<file path="src/rtl/multicycle_control_unit_if.sv">
// Control/status bundle between the multicycle control unit and its datapath.
// master = control unit side (reads status, drives controls)
// slave  = datapath side (drives status, reads controls)
// Optional: CU_INSTR_COUNT_EN adds the retired-instruction counter output.
interface multicycle_control_unit_if
`ifdef CU_INSTR_COUNT_EN
    #(parameter int COUNT_W = 16)
`endif
    ;
    logic [3:0] IrToCU;
    logic [4:0] DiToCU;
    logic [2:0] CznToCU;

    logic       pcInc;
    logic       pcLoadEn;
    logic       diLoadEn;
    logic       irWriteEn;
    logic       trWriteEn;
    logic       accumulatorWriteEn;
    logic       aRegWriteEn;
    logic       bRegWriteEn;
    logic       aluResWriteEn;
    logic       ldCZN;
    logic       memoryReadEn;
    logic       memoryWriteEn;
    logic       reg1Or2;
    logic       PcOrTR;
    logic       regOrMem;
    logic       RegBOr0;
    logic       RegAOr0;
    logic [1:0] aluOpControl;
`ifdef CU_INSTR_COUNT_EN
    logic [COUNT_W-1:0] instrCount;
`endif

    modport master (
        input  IrToCU, DiToCU, CznToCU,
`ifdef CU_INSTR_COUNT_EN
        output instrCount,
`endif
        output pcInc, pcLoadEn, diLoadEn, irWriteEn, trWriteEn,
        output accumulatorWriteEn, aRegWriteEn, bRegWriteEn, aluResWriteEn, ldCZN,
        output memoryReadEn, memoryWriteEn,
        output reg1Or2, PcOrTR, regOrMem, RegBOr0, RegAOr0, aluOpControl
    );

    modport slave (
        output IrToCU, DiToCU, CznToCU,
`ifdef CU_INSTR_COUNT_EN
        input  instrCount,
`endif
        input  pcInc, pcLoadEn, diLoadEn, irWriteEn, trWriteEn,
        input  accumulatorWriteEn, aRegWriteEn, bRegWriteEn, aluResWriteEn, ldCZN,
        input  memoryReadEn, memoryWriteEn,
        input  reg1Or2, PcOrTR, regOrMem, RegBOr0, RegAOr0, aluOpControl
    );
endinterface

</file>
<file path="src/rtl/multicycle_control_unit.sv">
// Moore FSM sequencing the multicycle CPU datapath: fetch, decode, execute,
// one instruction at a time (3 to 6 cycles each).
// Optional: define CU_INSTR_COUNT_EN to add the retired-instruction counter
// (instrCount, COUNT_W bits, wraps).
//
// state   | meaning
// --------+------------------------------------------------------------
// BOOT    | post-reset idle cycle, all controls low
// FETCH   | IR <- mem[PC], PC++
// DECODE  | DI <- IR[4:0]; branch on register vs memory instruction
// FETCH2  | TR <- mem[PC] (second byte), PC++; dispatch on op / Z flag
// JUMP    | PC <- target (JMP, taken JZ)
// LD_MEM  | B <- mem[TR]
// LD_ALU  | ALU result <- 0 + B (flags untouched)
// LD_WB   | R[DI[1:0]] <- ALU result
// ST_A    | A <- R[DI[1:0]]
// ST_ALU  | ALU result <- A + 0
// ST_WR   | mem[TR] <- ALU result
// REG_A   | A <- R[DI[1:0]]
// REG_B   | B <- R[DI[3:2]]
// REG_ALU | ALU result <- A op B, flags loaded
// REG_WB  | R[DI[1:0]] <- ALU result
module multicycle_control_unit #(
    parameter int COUNT_W = 16
) (
    input  logic                      clk,
    input  logic                      rst,
    multicycle_control_unit_if.master bus
);
    localparam logic [3:0] BOOT    = 4'd0;
    localparam logic [3:0] FETCH   = 4'd1;
    localparam logic [3:0] DECODE  = 4'd2;
    localparam logic [3:0] FETCH2  = 4'd3;
    localparam logic [3:0] JUMP    = 4'd4;
    localparam logic [3:0] LD_MEM  = 4'd5;
    localparam logic [3:0] LD_ALU  = 4'd6;
    localparam logic [3:0] LD_WB   = 4'd7;
    localparam logic [3:0] ST_A    = 4'd8;
    localparam logic [3:0] ST_ALU  = 4'd9;
    localparam logic [3:0] ST_WR   = 4'd10;
    localparam logic [3:0] REG_A   = 4'd11;
    localparam logic [3:0] REG_B   = 4'd12;
    localparam logic [3:0] REG_ALU = 4'd13;
    localparam logic [3:0] REG_WB  = 4'd14;

    if (COUNT_W < 1) begin : g_count_w_check
        $error("COUNT_W must be at least 1");
    end

    logic [3:0] state;
    logic [3:0] state_next;

    // DI and the C/N flags are consumed by the datapath, not by sequencing.
    logic unused_status;
    assign unused_status = ^{bus.DiToCU, bus.IrToCU[0], bus.CznToCU[2], bus.CznToCU[0]};

    // State register; reset parks in BOOT so every control drops at once.
    always_ff @(posedge clk or negedge rst) begin
        if (!rst) state <= BOOT;
        else      state <= state_next;
    end

    // Next-state selection; unused encodings recover through BOOT.
    always_comb begin
        state_next = BOOT;
        case (state)
            BOOT:    state_next = FETCH;
            FETCH:   state_next = DECODE;
            DECODE:  state_next = bus.IrToCU[3] ? REG_A : FETCH2;
            FETCH2: begin
                case (bus.IrToCU[2:1])
                    2'b00:   state_next = LD_MEM;
                    2'b01:   state_next = ST_A;
                    2'b10:   state_next = JUMP;
                    default: state_next = bus.CznToCU[1] ? JUMP : FETCH;
                endcase
            end
            JUMP:    state_next = FETCH;
            LD_MEM:  state_next = LD_ALU;
            LD_ALU:  state_next = LD_WB;
            LD_WB:   state_next = FETCH;
            ST_A:    state_next = ST_ALU;
            ST_ALU:  state_next = ST_WR;
            ST_WR:   state_next = FETCH;
            REG_A:   state_next = REG_B;
            REG_B:   state_next = REG_ALU;
            REG_ALU: state_next = REG_WB;
            REG_WB:  state_next = FETCH;
            default: state_next = BOOT;
        endcase
    end

    // Control decode from the state register only (Moore outputs).
    always_comb begin
        bus.pcInc              = 1'b0;
        bus.pcLoadEn           = 1'b0;
        bus.diLoadEn           = 1'b0;
        bus.irWriteEn          = 1'b0;
        bus.trWriteEn          = 1'b0;
        bus.accumulatorWriteEn = 1'b0;
        bus.aRegWriteEn        = 1'b0;
        bus.bRegWriteEn        = 1'b0;
        bus.aluResWriteEn      = 1'b0;
        bus.ldCZN              = 1'b0;
        bus.memoryReadEn       = 1'b0;
        bus.memoryWriteEn      = 1'b0;
        bus.reg1Or2            = 1'b0;
        bus.PcOrTR             = 1'b0;
        bus.regOrMem           = 1'b0;
        bus.RegBOr0            = 1'b0;
        bus.RegAOr0            = 1'b0;
        bus.aluOpControl       = 2'b00;
        case (state)
            FETCH: begin
                bus.PcOrTR       = 1'b1;
                bus.memoryReadEn = 1'b1;
                bus.irWriteEn    = 1'b1;
                bus.pcInc        = 1'b1;
            end
            DECODE: bus.diLoadEn = 1'b1;
            FETCH2: begin
                bus.PcOrTR       = 1'b1;
                bus.memoryReadEn = 1'b1;
                bus.trWriteEn    = 1'b1;
                bus.pcInc        = 1'b1;
            end
            JUMP: bus.pcLoadEn = 1'b1;
            LD_MEM: begin
                bus.memoryReadEn = 1'b1;
                bus.bRegWriteEn  = 1'b1;
            end
            LD_ALU: begin
                bus.RegAOr0       = 1'b1;
                bus.aluResWriteEn = 1'b1;
            end
            LD_WB:  bus.accumulatorWriteEn = 1'b1;
            ST_A:   bus.aRegWriteEn = 1'b1;
            ST_ALU: begin
                bus.RegBOr0       = 1'b1;
                bus.aluResWriteEn = 1'b1;
            end
            ST_WR:  bus.memoryWriteEn = 1'b1;
            REG_A:  bus.aRegWriteEn = 1'b1;
            REG_B: begin
                bus.reg1Or2     = 1'b1;
                bus.regOrMem    = 1'b1;
                bus.bRegWriteEn = 1'b1;
            end
            REG_ALU: begin
                bus.aluOpControl  = bus.IrToCU[2:1];
                bus.aluResWriteEn = 1'b1;
                bus.ldCZN         = 1'b1;
            end
            REG_WB: bus.accumulatorWriteEn = 1'b1;
            default: ;
        endcase
    end

`ifdef CU_INSTR_COUNT_EN
    logic [COUNT_W-1:0] instr_count;

    // Count instruction completions (any entry to FETCH except from BOOT).
    always_ff @(posedge clk or negedge rst) begin
        if (!rst)
            instr_count <= '0;
        else if (state_next == FETCH && state != BOOT)
            instr_count <= instr_count + 1'b1;
    end

    assign bus.instrCount = instr_count;
`endif
endmodule

</file>
<file path="src/flat_wrapper.sv">
// flat-port wrapper written by rule: the top's interface ports become plain ports
module multicycle_control_unit_flat 
#(
    parameter int COUNT_W = 16
)
  (clk, rst, bus_IrToCU, bus_DiToCU, bus_CznToCU, bus_pcInc, bus_pcLoadEn, bus_diLoadEn, bus_irWriteEn, bus_trWriteEn, bus_accumulatorWriteEn, bus_aRegWriteEn, bus_bRegWriteEn, bus_aluResWriteEn, bus_ldCZN, bus_memoryReadEn, bus_memoryWriteEn, bus_reg1Or2, bus_PcOrTR, bus_regOrMem, bus_RegBOr0, bus_RegAOr0, bus_aluOpControl);
  multicycle_control_unit_if bus_i ();
  input  logic clk;
  input  logic rst;
  input wire logic [$bits(bus_i.IrToCU)-1:0] bus_IrToCU;
  input wire logic [$bits(bus_i.DiToCU)-1:0] bus_DiToCU;
  input wire logic [$bits(bus_i.CznToCU)-1:0] bus_CznToCU;
  output wire logic [$bits(bus_i.pcInc)-1:0] bus_pcInc;
  output wire logic [$bits(bus_i.pcLoadEn)-1:0] bus_pcLoadEn;
  output wire logic [$bits(bus_i.diLoadEn)-1:0] bus_diLoadEn;
  output wire logic [$bits(bus_i.irWriteEn)-1:0] bus_irWriteEn;
  output wire logic [$bits(bus_i.trWriteEn)-1:0] bus_trWriteEn;
  output wire logic [$bits(bus_i.accumulatorWriteEn)-1:0] bus_accumulatorWriteEn;
  output wire logic [$bits(bus_i.aRegWriteEn)-1:0] bus_aRegWriteEn;
  output wire logic [$bits(bus_i.bRegWriteEn)-1:0] bus_bRegWriteEn;
  output wire logic [$bits(bus_i.aluResWriteEn)-1:0] bus_aluResWriteEn;
  output wire logic [$bits(bus_i.ldCZN)-1:0] bus_ldCZN;
  output wire logic [$bits(bus_i.memoryReadEn)-1:0] bus_memoryReadEn;
  output wire logic [$bits(bus_i.memoryWriteEn)-1:0] bus_memoryWriteEn;
  output wire logic [$bits(bus_i.reg1Or2)-1:0] bus_reg1Or2;
  output wire logic [$bits(bus_i.PcOrTR)-1:0] bus_PcOrTR;
  output wire logic [$bits(bus_i.regOrMem)-1:0] bus_regOrMem;
  output wire logic [$bits(bus_i.RegBOr0)-1:0] bus_RegBOr0;
  output wire logic [$bits(bus_i.RegAOr0)-1:0] bus_RegAOr0;
  output wire logic [$bits(bus_i.aluOpControl)-1:0] bus_aluOpControl;
  assign bus_i.IrToCU = bus_IrToCU;
  assign bus_i.DiToCU = bus_DiToCU;
  assign bus_i.CznToCU = bus_CznToCU;
  assign bus_pcInc = bus_i.pcInc;
  assign bus_pcLoadEn = bus_i.pcLoadEn;
  assign bus_diLoadEn = bus_i.diLoadEn;
  assign bus_irWriteEn = bus_i.irWriteEn;
  assign bus_trWriteEn = bus_i.trWriteEn;
  assign bus_accumulatorWriteEn = bus_i.accumulatorWriteEn;
  assign bus_aRegWriteEn = bus_i.aRegWriteEn;
  assign bus_bRegWriteEn = bus_i.bRegWriteEn;
  assign bus_aluResWriteEn = bus_i.aluResWriteEn;
  assign bus_ldCZN = bus_i.ldCZN;
  assign bus_memoryReadEn = bus_i.memoryReadEn;
  assign bus_memoryWriteEn = bus_i.memoryWriteEn;
  assign bus_reg1Or2 = bus_i.reg1Or2;
  assign bus_PcOrTR = bus_i.PcOrTR;
  assign bus_regOrMem = bus_i.regOrMem;
  assign bus_RegBOr0 = bus_i.RegBOr0;
  assign bus_RegAOr0 = bus_i.RegAOr0;
  assign bus_aluOpControl = bus_i.aluOpControl;
  multicycle_control_unit #(.COUNT_W(COUNT_W)) u_core (.clk(clk), .rst(rst), .bus(bus_i));
endmodule
</file>
<file path="config.mk">
export PLATFORM = sky130hd
export DESIGN_NAME = multicycle_control_unit_flat
export DESIGN_NICKNAME = d
export VERILOG_FILES = /design/src/rtl/multicycle_control_unit_if.sv /design/src/rtl/multicycle_control_unit.sv /design/src/flat_wrapper.sv
export SDC_FILE = /design/constraint.sdc
export NUM_CORES = 1
export LEC_CHECK = 0
export BUFFER_PORTS_ARGS = -buffer_cell sky130_fd_sc_hd__buf_4
export CAP_MARGIN = 20
export CORE_AREA = 5 5 42 44
export DETAILED_ROUTE_END_ITERATION = 12
export DIE_AREA = 0 0 47 49
export GPL_ROUTABILITY_DRIVEN = 1
export PLACE_DENSITY = 0.71
export SETUP_SLACK_MARGIN = 0.2
export SLEW_MARGIN = 20
export SYNTH_ARGS = -nofsm -noshare
export SYNTH_HDL_FRONTEND = slang
export SYNTH_SLANG_ARGS = --single-unit
</file>
<file path="constraint.sdc">
create_clock -name clk -period 1.6 [get_ports clk]
set_clock_uncertainty 0.2 [all_clocks]
set_input_delay 0.16 -clock clk [delete_from_list [all_inputs] [get_ports clk]]
set_output_delay 0.16 -clock clk [all_outputs]
set_load 0.05 [all_outputs]
</file>
# Word level (Yosys, flattened, before mapping)
# Cells that the tools add are included.
[classes]
eq_ne = 16
n_mux = 20
reduce_logical = 9
[ops]
columns = ["cell", "n"]
rows = [
  ["$pmux W4 S11", 1],
  ["$eq A4 B4 Y1 const B", 7],
  ["$eq A4 B3 Y1 const B", 4],
  ["$mux W1", 15],
  ["$pmux W4 S3", 1],
  ["$eq A4 B2 Y1 const B", 2],
  ["$reduce_or A2 Y1", 4],
  ["$reduce_or A3 Y1", 2],
  ["$reduce_or A5 Y1", 1],
  ["$eq A4 B1 Y1 const B", 1],
  ["$logic_not A4 Y1", 1],
  ["$mux W4", 1],
  ["$mux W3", 1],
  ["$eq A2 B1 Y1 const B", 1],
  ["$eq A2 B2 Y1 const B", 1],
  ["$logic_not A2 Y1", 1],
  ["$mux W2", 1],
]
[word_totals]
ff_bits = 4
input_bits = 14
out_inout_bits = 19

# Longest topological paths before layout
# Gate-level depths: netlist of run 1.
[depth]
depth_word = 3
mapped_depth = 4
ltp_nobuf = 3

# Least setup slack after synthesis of run 1
# OpenSTA, ideal clock, no wires.
[synth_path]
path_kind = "register -> output"
start = "reg u_core.state[1]"
end = "out bus_regOrMem"
arrival_time_ns = 2.153
required_ns = 1.240
slack_ns = -0.913
stages_incl_launch_ff = 5
n_path_buf = 2
cell_sequence = "dfrtp_1 buf_4 nand2b_1 nor3_1 buf_4"
[synth_between]
elab_chain_len = 2
[synth_rtl]
columns = ["element", "line", "text"]
rows = [
  ["start: declaration", "multicycle_control_unit.sv:50", "logic [3:0] state;"],
  ["start signal: assignment", "multicycle_control_unit.sv:60", "else state <= state_next;"],
  ["$eq A4 B4 Y1", "--", ""],
  ["$mux W1", "--", ""],
  ["end: declaration", "flat_wrapper.sv:27", "output wire logic [$bits(bus_i.regOrMem)-1:0] bus_regOrMem;"],
]
# Every way passes these cells.

# Worst setup path after layout of run 1
[layout_path]
start = "reg u_core.state[0]"
end = "out bus_aluResWriteEn"
[layout_between]
elab_chain_len = 3
[layout_rtl]
columns = ["element", "line", "text"]
rows = [
  ["$eq A4 B3 Y1 / $eq A4 B4 Y1 (equally long branches)", "multicycle_control_unit.sv:113", "case (state)"],
  ["$reduce_or A3 Y1 (no source line) (*)", "--", ""],
  ["$mux W1 (*)", "multicycle_control_unit.sv:113", ""],
  ["end: declaration", "flat_wrapper.sv:21", "output wire logic [$bits(bus_i.aluResWriteEn)-1:0] bus_aluResWriteEn;"],
]
# Every way passes the cells marked *; elsewhere a longest branch is shown, timed or not.

==> run_results.csv, run 1 <==
group,metric,value,unit
synth,syn_nets,67,
floorplan,rows,14,
synth,ys_seq_area_frac,0.261,
floorplan,die_height,49,um
grt,grt_max_degree,9,
final_layout,mostFrequentLayoutCell,"buf_6",
setup_path,timing.rr.end,"u_core.state[3]$_DFF_PN0_",
setup_path,critPathSlowestCell,"or3b_4",
timing,fin_crit_sh,1.13,
timing,slew_viol_final,0,
final_layout,fin_nets,113,
power_and_ir_drop,swShare,0.519,
detailed_routing,via_per_inst,4.99,
grt,grt_remaining_overflow,0,
grt,track_usage,0.163,
setup_path,crit_chain,"nand2b_4, or3b_4, o21ai_2, buf_6",
timing,final_hold_viol_count,0,
final_layout,final_util,0.740,
detailed_routing,post-route-drc-count,0,
setup_path,r2r-start,"u_core.state[0]$_DFF_PN0_",
floorplan,boundaryPins,33,
clock_tree,tritoncts,"built",
setup_path,rr_worst_depth,7,
detailed_routing,dr_wl_met2,933,um
power_and_ir_drop,powerDensity,2470,mW/mm2
floorplan,initial_core_util,0.273,
floorplan,die_width,47,um
final_layout,final_cell_mix,"buf_6 (23), buf_4 (17), buf_8 (6)",
worst_hold_path,hold_path_depth,3,
detailed_routing,dr_wl_met3,81,um
timing,setup_viol,18,
power_and_ir_drop,switchingPower,1.33,mW
worst_hold_path,hold_path_class,"primary input to register",
clock_tree,root_buffer,"clkbuf_4",
clock_tree,cts.htree.levels,1,
timing,post-route-min-period,1.81,ns
grt,antenna_found_initial,0,
detailed_routing,routed_wl,1720,um
synth,ys_seq_elements,4,
power_and_ir_drop,pwr-share-clk,0.047,
detailed_routing,top_layer_used,"met4",
place,portBuffers,24,
power_and_ir_drop,p_int,1.23,mW
setup_path,cp.depth,4,
clock_tree,path_clk_slew,0.03,ns
synth,ys_types,21,
synth,syn_area_per_cell,7.22,um2
clock_tree,clockBufferDepth,2,
power_and_ir_drop,combPwrFrac,0.866,
flow_run,max-cap-violations,0,
detailed_routing,dr.pass1.iters,4,
worst_hold_path,hold-path-endpoint,"u_core.state[3]$_DFF_PN0_",
power_and_ir_drop,leakagePower,0.475,nW
setup_path,required,1.24,ns
place,hpwlAfterDp,1040,um
timing,hold_ws,0.0262,ns
setup_path,end_kind,"output port",
final_layout,top_register,"u_core.state",
synth,syn_inst,53,
power_and_ir_drop,p_seq_frac,0.087,
timing,max_freq,552,MHz
setup_path,critPathMaxFanout,3,
detailed_routing,wire_per_inst,15.2,um
timing,fin_ws,-0.213,ns
synth,synth_warnings,0,
outcome,violations,"setup timing",
power_and_ir_drop,vdd_ir_drop_max,1430,uV
final_layout,largest_reg_flops,4,
detailed_routing,wirelength_met1,646,um
grt,grt_pass1_wl,2700,um
place,routabilityCongestion,0.814,
setup_path,crit_family,"simple AND/OR/NAND/NOR gates",
synth,netlist_area,383,um2
setup_path,start_kind,"register",
detailed_routing,vias,564,
setup_path,max_stage_delay,0.41,ns
timing,rsz0062_at_grt,"yes",
outcome,status,"complete, but fails checks",
worst_hold_path,hold_start,"bus_IrToCU[3]",
detailed_routing,ant_nets,0,
setup_path,crit_buf_inv,1,
floorplan,core,0.00140,mm2
setup_path,rrSetupSlack,0.12,ns
timing,max_slew_margin,0.783,
floorplan,die-area,0.00230,mm2
setup_path,critPathArrivalTime,1.45,ns
clock_tree,cts_sinks,4,
grt,first_global_vias,613,
final_layout,syn_to_final_growth,171,%
detailed_routing,first_iter_violations,11,
clock_tree,cts_buffers,3,
final_layout,n_antenna_cell,0,
final_layout,drive_above_1_share,0.804,
final_layout,top_regs,"u_core.state x4",
clock_tree,worstSkewPairLatency,0.23,ns
setup_path,worstSetupPathType,"register to output port",
timing,worst_slew_pin_slew,0.323,ns
worst max path at each step:
stage / start / end / slack [ns]
after global placement: u_core.state[0]$_DFF_PN0_ / bus_aluResWriteEn / 0.03
final: u_core.state[0]$_DFF_PN0_ / bus_aluResWriteEn / -0.21
after floorplan: u_core.state[1]$_DFF_PN0_ / bus_regOrMem / -0.14
after detailed placement: u_core.state[0]$_DFF_PN0_ / bus_aluResWriteEn / 0.03
after global routing: u_core.state[0]$_DFF_PN0_ / bus_aluResWriteEn / -0.28
after CTS: u_core.state[0]$_DFF_PN0_ / bus_aluResWriteEn / -0.17
cells in the mapped netlist:
cell      number  share of area
nor2b_1        1          0.016
nand2b_4       1          0.036
and3b_1        1          0.023
a211oi_1       2          0.039
inv_1          4          0.039
dfrtp_1        4           0.26
nor2_1         5          0.049
buf_4          3          0.059
nand2b_1       4          0.065
xnor2_1        1          0.023
o21ai_0        4          0.052
a21oi_1        3          0.039
nor3b_1        1          0.020
o311ai_1       1          0.023
nor3_1         6          0.078
and2_1         2          0.033
and3_1         1          0.016
nand2_1        4          0.039
or3b_4         1          0.029
buf_2          3          0.039
o21bai_1       1          0.020
metal layers:
layer	global-route usage	up-vias
met1	0.187	266
met5	0	-
li1	-	266
met3	0.0480	6
met2	0.253	26
met4	0.0968	0
power groups by stage:
stage	Combinational (mW)	Sequential (mW)	Clock [mW]
2_1_floorplan	1.28	0.190	0
3_3_place_gp	1.62	0.219	0
3_5_place_dp	1.64	0.221	0
4_1_cts	2.05	0.226	0.127
5_1_grt	2.34	0.237	0.137
6_report	2.22	0.224	0.121
metrics by stage:
step / cells / power, mW / TNS, ns / cell area, um2 / setup WS [ns]
final: 113 / 2.56 / -1.71 / 1040 / -0.213
after global routing: 113 / 2.71 / -3.10 / 1040 / -0.281
after CTS: 110 / 2.40 / -1.42 / 971 / -0.170
after detailed placement: 98 / 1.86 / 0 / 746 / 0.0286
after global placement: 98 / 1.84 / 0 / 746 / 0.0345
after floorplan: 53 / 1.47 / -0.526 / 527 / -0.136
logic make-up (layout without fill, tap and decap cells):
family | after synthesis | in the layout | share of synthesized area
simple gates | 27 | 27 | 0.405
xor+xnor | 1 | 1 | 0.0229
compound gates | 11 | 11 | 0.173
flops | 4 | 4 | 0.261
buf+inv | 10 | 54 | 0.137
area by class of cell:
cell class              instances  area (um2)
repair buffers                 47         487
multi-input cells              39         387
fillers                       100         364
flip-flops and latches          4         103
clock buffers                   3        22.5
well taps                      16        20.0
inverters                       4        18.8
worst register-to-register path, cell delays in order (launching register included):
cell,delay [ns]
dfrtp_1,0.38
nand2b_4,0.15
buf_4,0.13
buf_6,0.10
buf_6,0.12
buf_6,0.11
a21oi_2,0.11
nor3_2,0.05
timing repair:
action | 4_1_cts | 5_1_grt
hold endpoints to repair | 4 | 0
pin swaps | 6 | 4
setup buffers | 8 | 3
gates resized for setup | 36 | 11
hold buffers | 1 | 0
setup endpoints to repair | 20 | 22
(Power assumes the default switching activity.)
==> run 2, diff against run 1 <==
- BUFFER_PORTS_ARGS: -buffer_cell sky130_fd_sc_hd__buf_4 -> unset
- DONT_BUFFER_PORTS: unset -> 1
- PLACE_DENSITY: 0.71 -> 0.5
==> run 2 against run 1 <==
The run still ends with setup timing left; combinational power is 9.9% higher; cell area rose by 4.0%; highest routed layer unchanged; first-iteration DRC count fell by 73%; critical path depth did not move; sequential share of layout area decreased by 0.49 points; routed wire length fell by 9.3%; worst hold slack improved by 0.029 ns.
==> run_results.csv, run 2 (same netlist as run 1, synthesis figures left out) <==
group,metric,value,unit
final_layout,top_regs,"u_core.state x4",
final_layout,final_cell_mix,"buf_12 (11), buf_6 (11), buf_4 (9)",
place,placed_area,793,um2
floorplan,die_height,49,um
grt,grt_pass1_wl,2540,um
worst_hold_path,hold_path_class,"primary input to register",
detailed_routing,vias,518,
power_and_ir_drop,powerDensity,2580,mW/mm2
grt,first_global_vias,562,
setup_path,setup.worst_path.end,"bus_aluResWriteEn",
final_layout,largest_reg_flops,4,
timing,fin_ws,-0.214,ns
detailed_routing,post-route-drc-count,0,
floorplan,initial_core_util,0.273,
grt,grt_max_degree,9,
setup_path,critPathMaxFanout,3,
outcome,status,"complete, but fails checks",
floorplan,die-area,0.00230,mm2
clock_tree,cts_buffers,3,
clock_tree,clockBufferDepth,2,
final_layout,fin_area,0.00108,mm2
setup_path,required,1.24,ns
final_layout,drive_above_1_share,0.770,
final_layout,fin_nets,103,
detailed_routing,wire_per_inst,15.1,um
clock_tree,worstSkewPairLatency,0.24,ns
detailed_routing,ant_nets,0,
floorplan,boundaryPins,33,
timing,fin_crit_sh,1.13,
setup_path,end_kind,"output port",
setup_path,rr_worst_depth,5,
clock_tree,tritoncts,"built",
floorplan,core,0.00140,mm2
floorplan,die_width,47,um
power_and_ir_drop,vdd_ir_drop_max,1600,uV
timing,max_freq,551,MHz
clock_tree,root_buffer,"clkbuf_4",
place,portBuffers,0,
detailed_routing,via_per_inst,5.03,
timing,rsz0062_at_grt,"yes",
clock_tree,cts.htree.levels,1,
place,place_inst,86,
power_and_ir_drop,leakagePower,0.448,nW
grt,track_usage,0.151,
timing,final_hold_viol_count,0,
detailed_routing,routed_wl,1560,um
clock_tree,cts_sinks,4,
timing,max_slew_margin,0.817,
timing,post-route-min-period,1.81,ns
setup_path,r2r-start,"u_core.state[3]$_DFF_PN0_",
setup_path,timing.rr.end,"u_core.state[3]$_DFF_PN0_",
clock_tree,path_clk_slew,0.04,ns
setup_path,rrSetupSlack,0.21,ns
floorplan,rows,14,
final_layout,fillers,86,
detailed_routing,dr.pass1.iters,4,
setup_path,start_kind,"register",
final_layout,syn_to_final_growth,182,%
final_layout,top_register,"u_core.state",
detailed_routing,first_iter_violations,3,
final_layout,n_antenna_cell,0,
timing,setup_viol,18,
setup_path,startpoint,"u_core.state[0]$_DFF_PN0_",
outcome,violations,"setup timing",
setup_path,critPathArrivalTime,1.45,ns
place,routabilityCongestion,0.741,
flow_run,max-cap-violations,0,
place,hpwlAfterDp,929,um
timing,worst_slew_pin_slew,0.272,ns
setup_path,worstSetupPathType,"register to output port",
grt,antenna_found_initial,0,
grt,grt_remaining_overflow,0,
timing,slew_viol_final,0,
final_layout,fin_cells,103,
## run 2: cell count changes in the layout (fill, tap and decap cells not counted), moves of 2 or more
| cell | delta |
|---|---|
| a21oi_4 | +2 |
| dlygate4sd3_1 | +4 |
| buf_6 | -12 |
| nor2_4 | +2 |
| buf_8 | -5 |
| buf_4 | -8 |
| buf_12 | +11 |
## run 2: through the flow
stage	utilization	power [mW]	hold WS, ns	TNS, ns	setup WS (ns)
floorplan	-	1.47	-0.336	-0.526	-0.136
global placement	0.566	2.09	-0.336	0	0.0331
detailed placement	0.566	2.10	-0.335	0	0.0231
CTS	0.707	2.57	0.00220	-1.68	-0.216
global route	0.770	2.91	0.0896	-2.96	-0.274
finish	0.770	2.79	0.0548	-1.88	-0.214
## run 2: power breakdown
| part | switching [mW] | internal, mW | leakage, nW |
|---|---|---|---|
| Sequential | 0.0649 | 0.153 | 0.0476 |
| Combinational | 1.31 | 1.13 | 0.386 |
| Clock | 0.0439 | 0.0840 | 0.0138 |
## run 2: cell type report
class                   instances  area [um2]  area share
repair buffers                 37         477       0.442
flip-flops and latches          4         101      0.0940
inverters                       4        18.8      0.0174
clock buffers                   3        22.5      0.0209
multi-input cells              39         439       0.407
well taps                      16        20.0      0.0186
## run 2: worst min-delay path by stage
stage | cells after the start | slack [ns] | end | from
after floorplan | 0 | -0.34 | u_core.state[0]$_DFF_PN0_ | rst
after global placement | 0 | -0.34 | u_core.state[0]$_DFF_PN0_ | rst
after detailed placement | 0 | -0.34 | u_core.state[0]$_DFF_PN0_ | rst
after CTS | 3 | 0.002 | u_core.state[3]$_DFF_PN0_ | bus_IrToCU[2]
after global routing | 2 | 0.09 | u_core.state[2]$_DFF_PN0_ | bus_IrToCU[2]
final | 2 | 0.05 | u_core.state[2]$_DFF_PN0_ | bus_IrToCU[2]
## run 2: worst max-delay path, stage by stage, from the launching register on
cell and delay, ns:
dfrtp_1 0.39, nand2b_4 0.16, or3b_4 0.42, o21ai_4 0.09
buf_12 0.15
## run 2: routing by layer
layer,GRT usage,part of all wire
met5,0,0
met4,0.0829,0.034
met2,0.251,0.56
met1,0.176,0.37
met3,0.0221,0.035
## run 2: timing repair
action,in CTS,in global routing
buffers inserted,7,2
endpoints found under the hold margin,5,1
resized for setup,19,15
pin swaps,6,4
setup endpoints to repair,19,21
hold buffers,4,1
==> run 3, diff against run 2 <==
- clock period: 1.6 -> 2 ns (I/O delays scaled with it)
==> run 3 against run 2 <==
The run now ends clean; utilization is 25 points lower; setup slack better by 0.40 ns; count of clock-buffer cells in the layout stayed put.
==> run_results.csv, run 3 (same netlist as run 1, synthesis figures left out) <==
group,metric,value,unit
final_layout,largest_reg_flops,4,
final_layout,fin_nets,96,
clock_tree,cts_sinks,4,
clock_tree,worstSkewPairLatency,0.23,ns
clock_tree,cts_buffers,3,
final_layout,drive_above_1_share,0.563,
detailed_routing,post-route-drc-count,0,
power_and_ir_drop,combPwrFrac,0.801,
final_layout,fin_area,734,um2
timing,max_slew_margin,0.835,
power_and_ir_drop,vdd_ir_drop_max,1050,uV
detailed_routing,vias,469,
flow_run,max-cap-violations,0,
final_layout,seqCellArea,103,um2
detailed_routing,routed_wl,1160,um
detailed_routing,ant_nets,0,
clock_tree,cts.htree.levels,1,
power_and_ir_drop,p_int,0.651,mW
clock_tree,root_buffer,"clkbuf_4",
place,pre_cts_ws,0.232,ns
floorplan,die_width,47,um
timing,final_hold_viol_count,0,
timing,rsz0062_at_grt,"yes",
floorplan,core,0.00140,mm2
timing,setup_viol,0,
setup_path,critPathMaxFanout,3,
grt,grt_pass1_wl,1850,um
setup_path,rrSetupSlack,0.54,ns
power_and_ir_drop,swShare,0.564,
grt,grt_max_degree,12,
place,hpwlAfterDp,789,um
setup_path,required,1.60,ns
place,routabilityCongestion,0.784,
final_layout,top_regs,"u_core.state x4",
floorplan,initial_core_util,0.273,
setup_path,max_stage_delay,0.40,ns
clock_tree,tritoncts,"built",
final_layout,mostFrequentLayoutCell,"buf_4",
setup_path,worstSetupPathType,"register to output port",
power_and_ir_drop,switchingPower,0.843,mW
timing,slew_viol_final,0,
floorplan,die_height,49,um
place,placed_area,566,um2
power_and_ir_drop,p_seq_frac,0.133,
timing,post-route-min-period,1.81,ns
setup_path,end_kind,"output port",
place,portBuffers,0,
detailed_routing,via_per_inst,4.89,
setup_path,start_kind,"register",
timing,worst_slew_pin_slew,0.243,ns
outcome,status,"complete, no violations",
power_and_ir_drop,powerDensity,2030,mW/mm2
clock_tree,clockBufferDepth,2,
timing,max_freq,553,MHz
floorplan,rows,14,
detailed_routing,wire_per_inst,12.1,um
grt,antenna_found_initial,0,
final_layout,top_register,"u_core.state",
timing,fin_ws,0.190,ns
final_layout,n_antenna_cell,0,
final_layout,final_cell_mix,"buf_4 (20), nand2b_1 (4), nand2_1 (4), nor2_1 (4), dlygate4sd3_1 (4)",
clock_tree,path_clk_slew,0.04,ns
grt,first_global_vias,444,
worst_hold_path,hold_path_class,"primary input to asynchronous set/reset pin",
floorplan,die-area,0.00230,mm2
final_layout,multiInputGateArea,287,um2
setup_path,critPathArrivalTime,1.41,ns
grt,track_usage,0.113,
power_and_ir_drop,leakagePower,0.357,nW
grt,grt_remaining_overflow,0,
setup_path,crit_chain,"nand2b_4, or3b_4, o21ai_4, buf_12",
detailed_routing,first_iter_violations,8,
floorplan,boundaryPins,33,
timing,fin_crit_sh,0.905,
final_layout,syn_to_final_growth,91.8,%
final_layout,fillers,138,
power_and_ir_drop,pwr-share-clk,0.066,
setup_path,critPathSlowestCell,"or3b_4",
detailed_routing,dr.pass1.iters,4,
==> run 3: changes by cell type in the layout (fill, tap and decap cells not counted), moves of 3 or more <==
cell,before,now
a21oi_1,0,3
buf_12,11,3
buf_4,9,20
buf_6,11,2
nand2b_1,0,4
nand2b_4,4,1
nor2_1,0,4
nor2_4,5,0
nor3_1,0,3
nor3_4,5,1
==> run 3: final timing paths <==
path                            cells after the start                       from                        end
worst max-delay path                                4  u_core.state[0]$_DFF_PN0_          bus_aluResWriteEn
worst min-delay path                                1                        rst  u_core.state[2]$_DFF_PN0_
worst max register to register                      4  u_core.state[0]$_DFF_PN0_  u_core.state[2]$_DFF_PN0_
worst min register to register                      2  u_core.state[0]$_DFF_PN0_  u_core.state[0]$_DFF_PN0_
max in group asynchronous                           1                        rst  u_core.state[1]$_DFF_PN0_
min in group clk                                    3              bus_IrToCU[1]  u_core.state[0]$_DFF_PN0_
==> run 3: final cells by class <==
| cell class | instances | area share |
|---|---|---|
| repair buffers | 30 | 0.392 |
| well taps | 16 | 0.0273 |
| clock buffers | 3 | 0.0307 |
| multi-input cells | 39 | 0.390 |
| flip-flops and latches | 4 | 0.140 |
| inverters | 4 | 0.0204 |
==> run 3: power by group through the flow <==
stage	clock network, mW	registers, mW	logic, mW
after floorplan	0	0.139	0.804
after global routing	0.107	0.211	1.27
final	0.0984	0.199	1.20
after detailed placement	0	0.198	1.01
after global placement	0	0.196	1.00
after CTS	0.102	0.194	1.12
==> run 3: what timing repair did <==
| item | 4_1_cts | 5_1_grt |
|---|---|---|
| gates cloned | 0 | 0 |
| hold endpoints to repair | 5 | 0 |
| pin swaps | 1 | 4 |
| endpoints found under the setup margin | 5 | 14 |
| resized for setup | 7 | 7 |
| setup buffers | 5 | 3 |
| hold buffers | 4 | 0 |
==> run 3: critical path, delay by kind of cell (launching register included) <==
family          cells  cell delay, ns
compound gates      1            0.08
buf+inv             1            0.15
flops               1            0.39
simple gates        2            0.55
==> run 3: through the flow <==
step / power (mW) / TNS [ns] / utilization / cells / hold slack [ns]
2_1_floorplan: 0.943 / -0.407 / - / 53 / -0.296
3_3_place_gp: 1.20 / 0 / 0.404 / 81 / -0.295
3_5_place_dp: 1.21 / 0 / 0.404 / 81 / -0.295
4_1_cts: 1.41 / 0 / 0.487 / 93 / 0.0340
5_1_grt: 1.59 / 0 / 0.524 / 96 / 0.0394
6_report: 1.49 / 0 / 0.524 / 96 / 0.0314
==> run 3: per-layer routing <==
layer / up-vias / global-route usage / wire (um)
met5: - / 0 / 0
met4: 0 / 0.0829 / 13
met3: 2 / 0.0332 / 87
met2: 22 / 0.163 / 619
met1: 214 / 0.135 / 441
li1: 231 / - / -
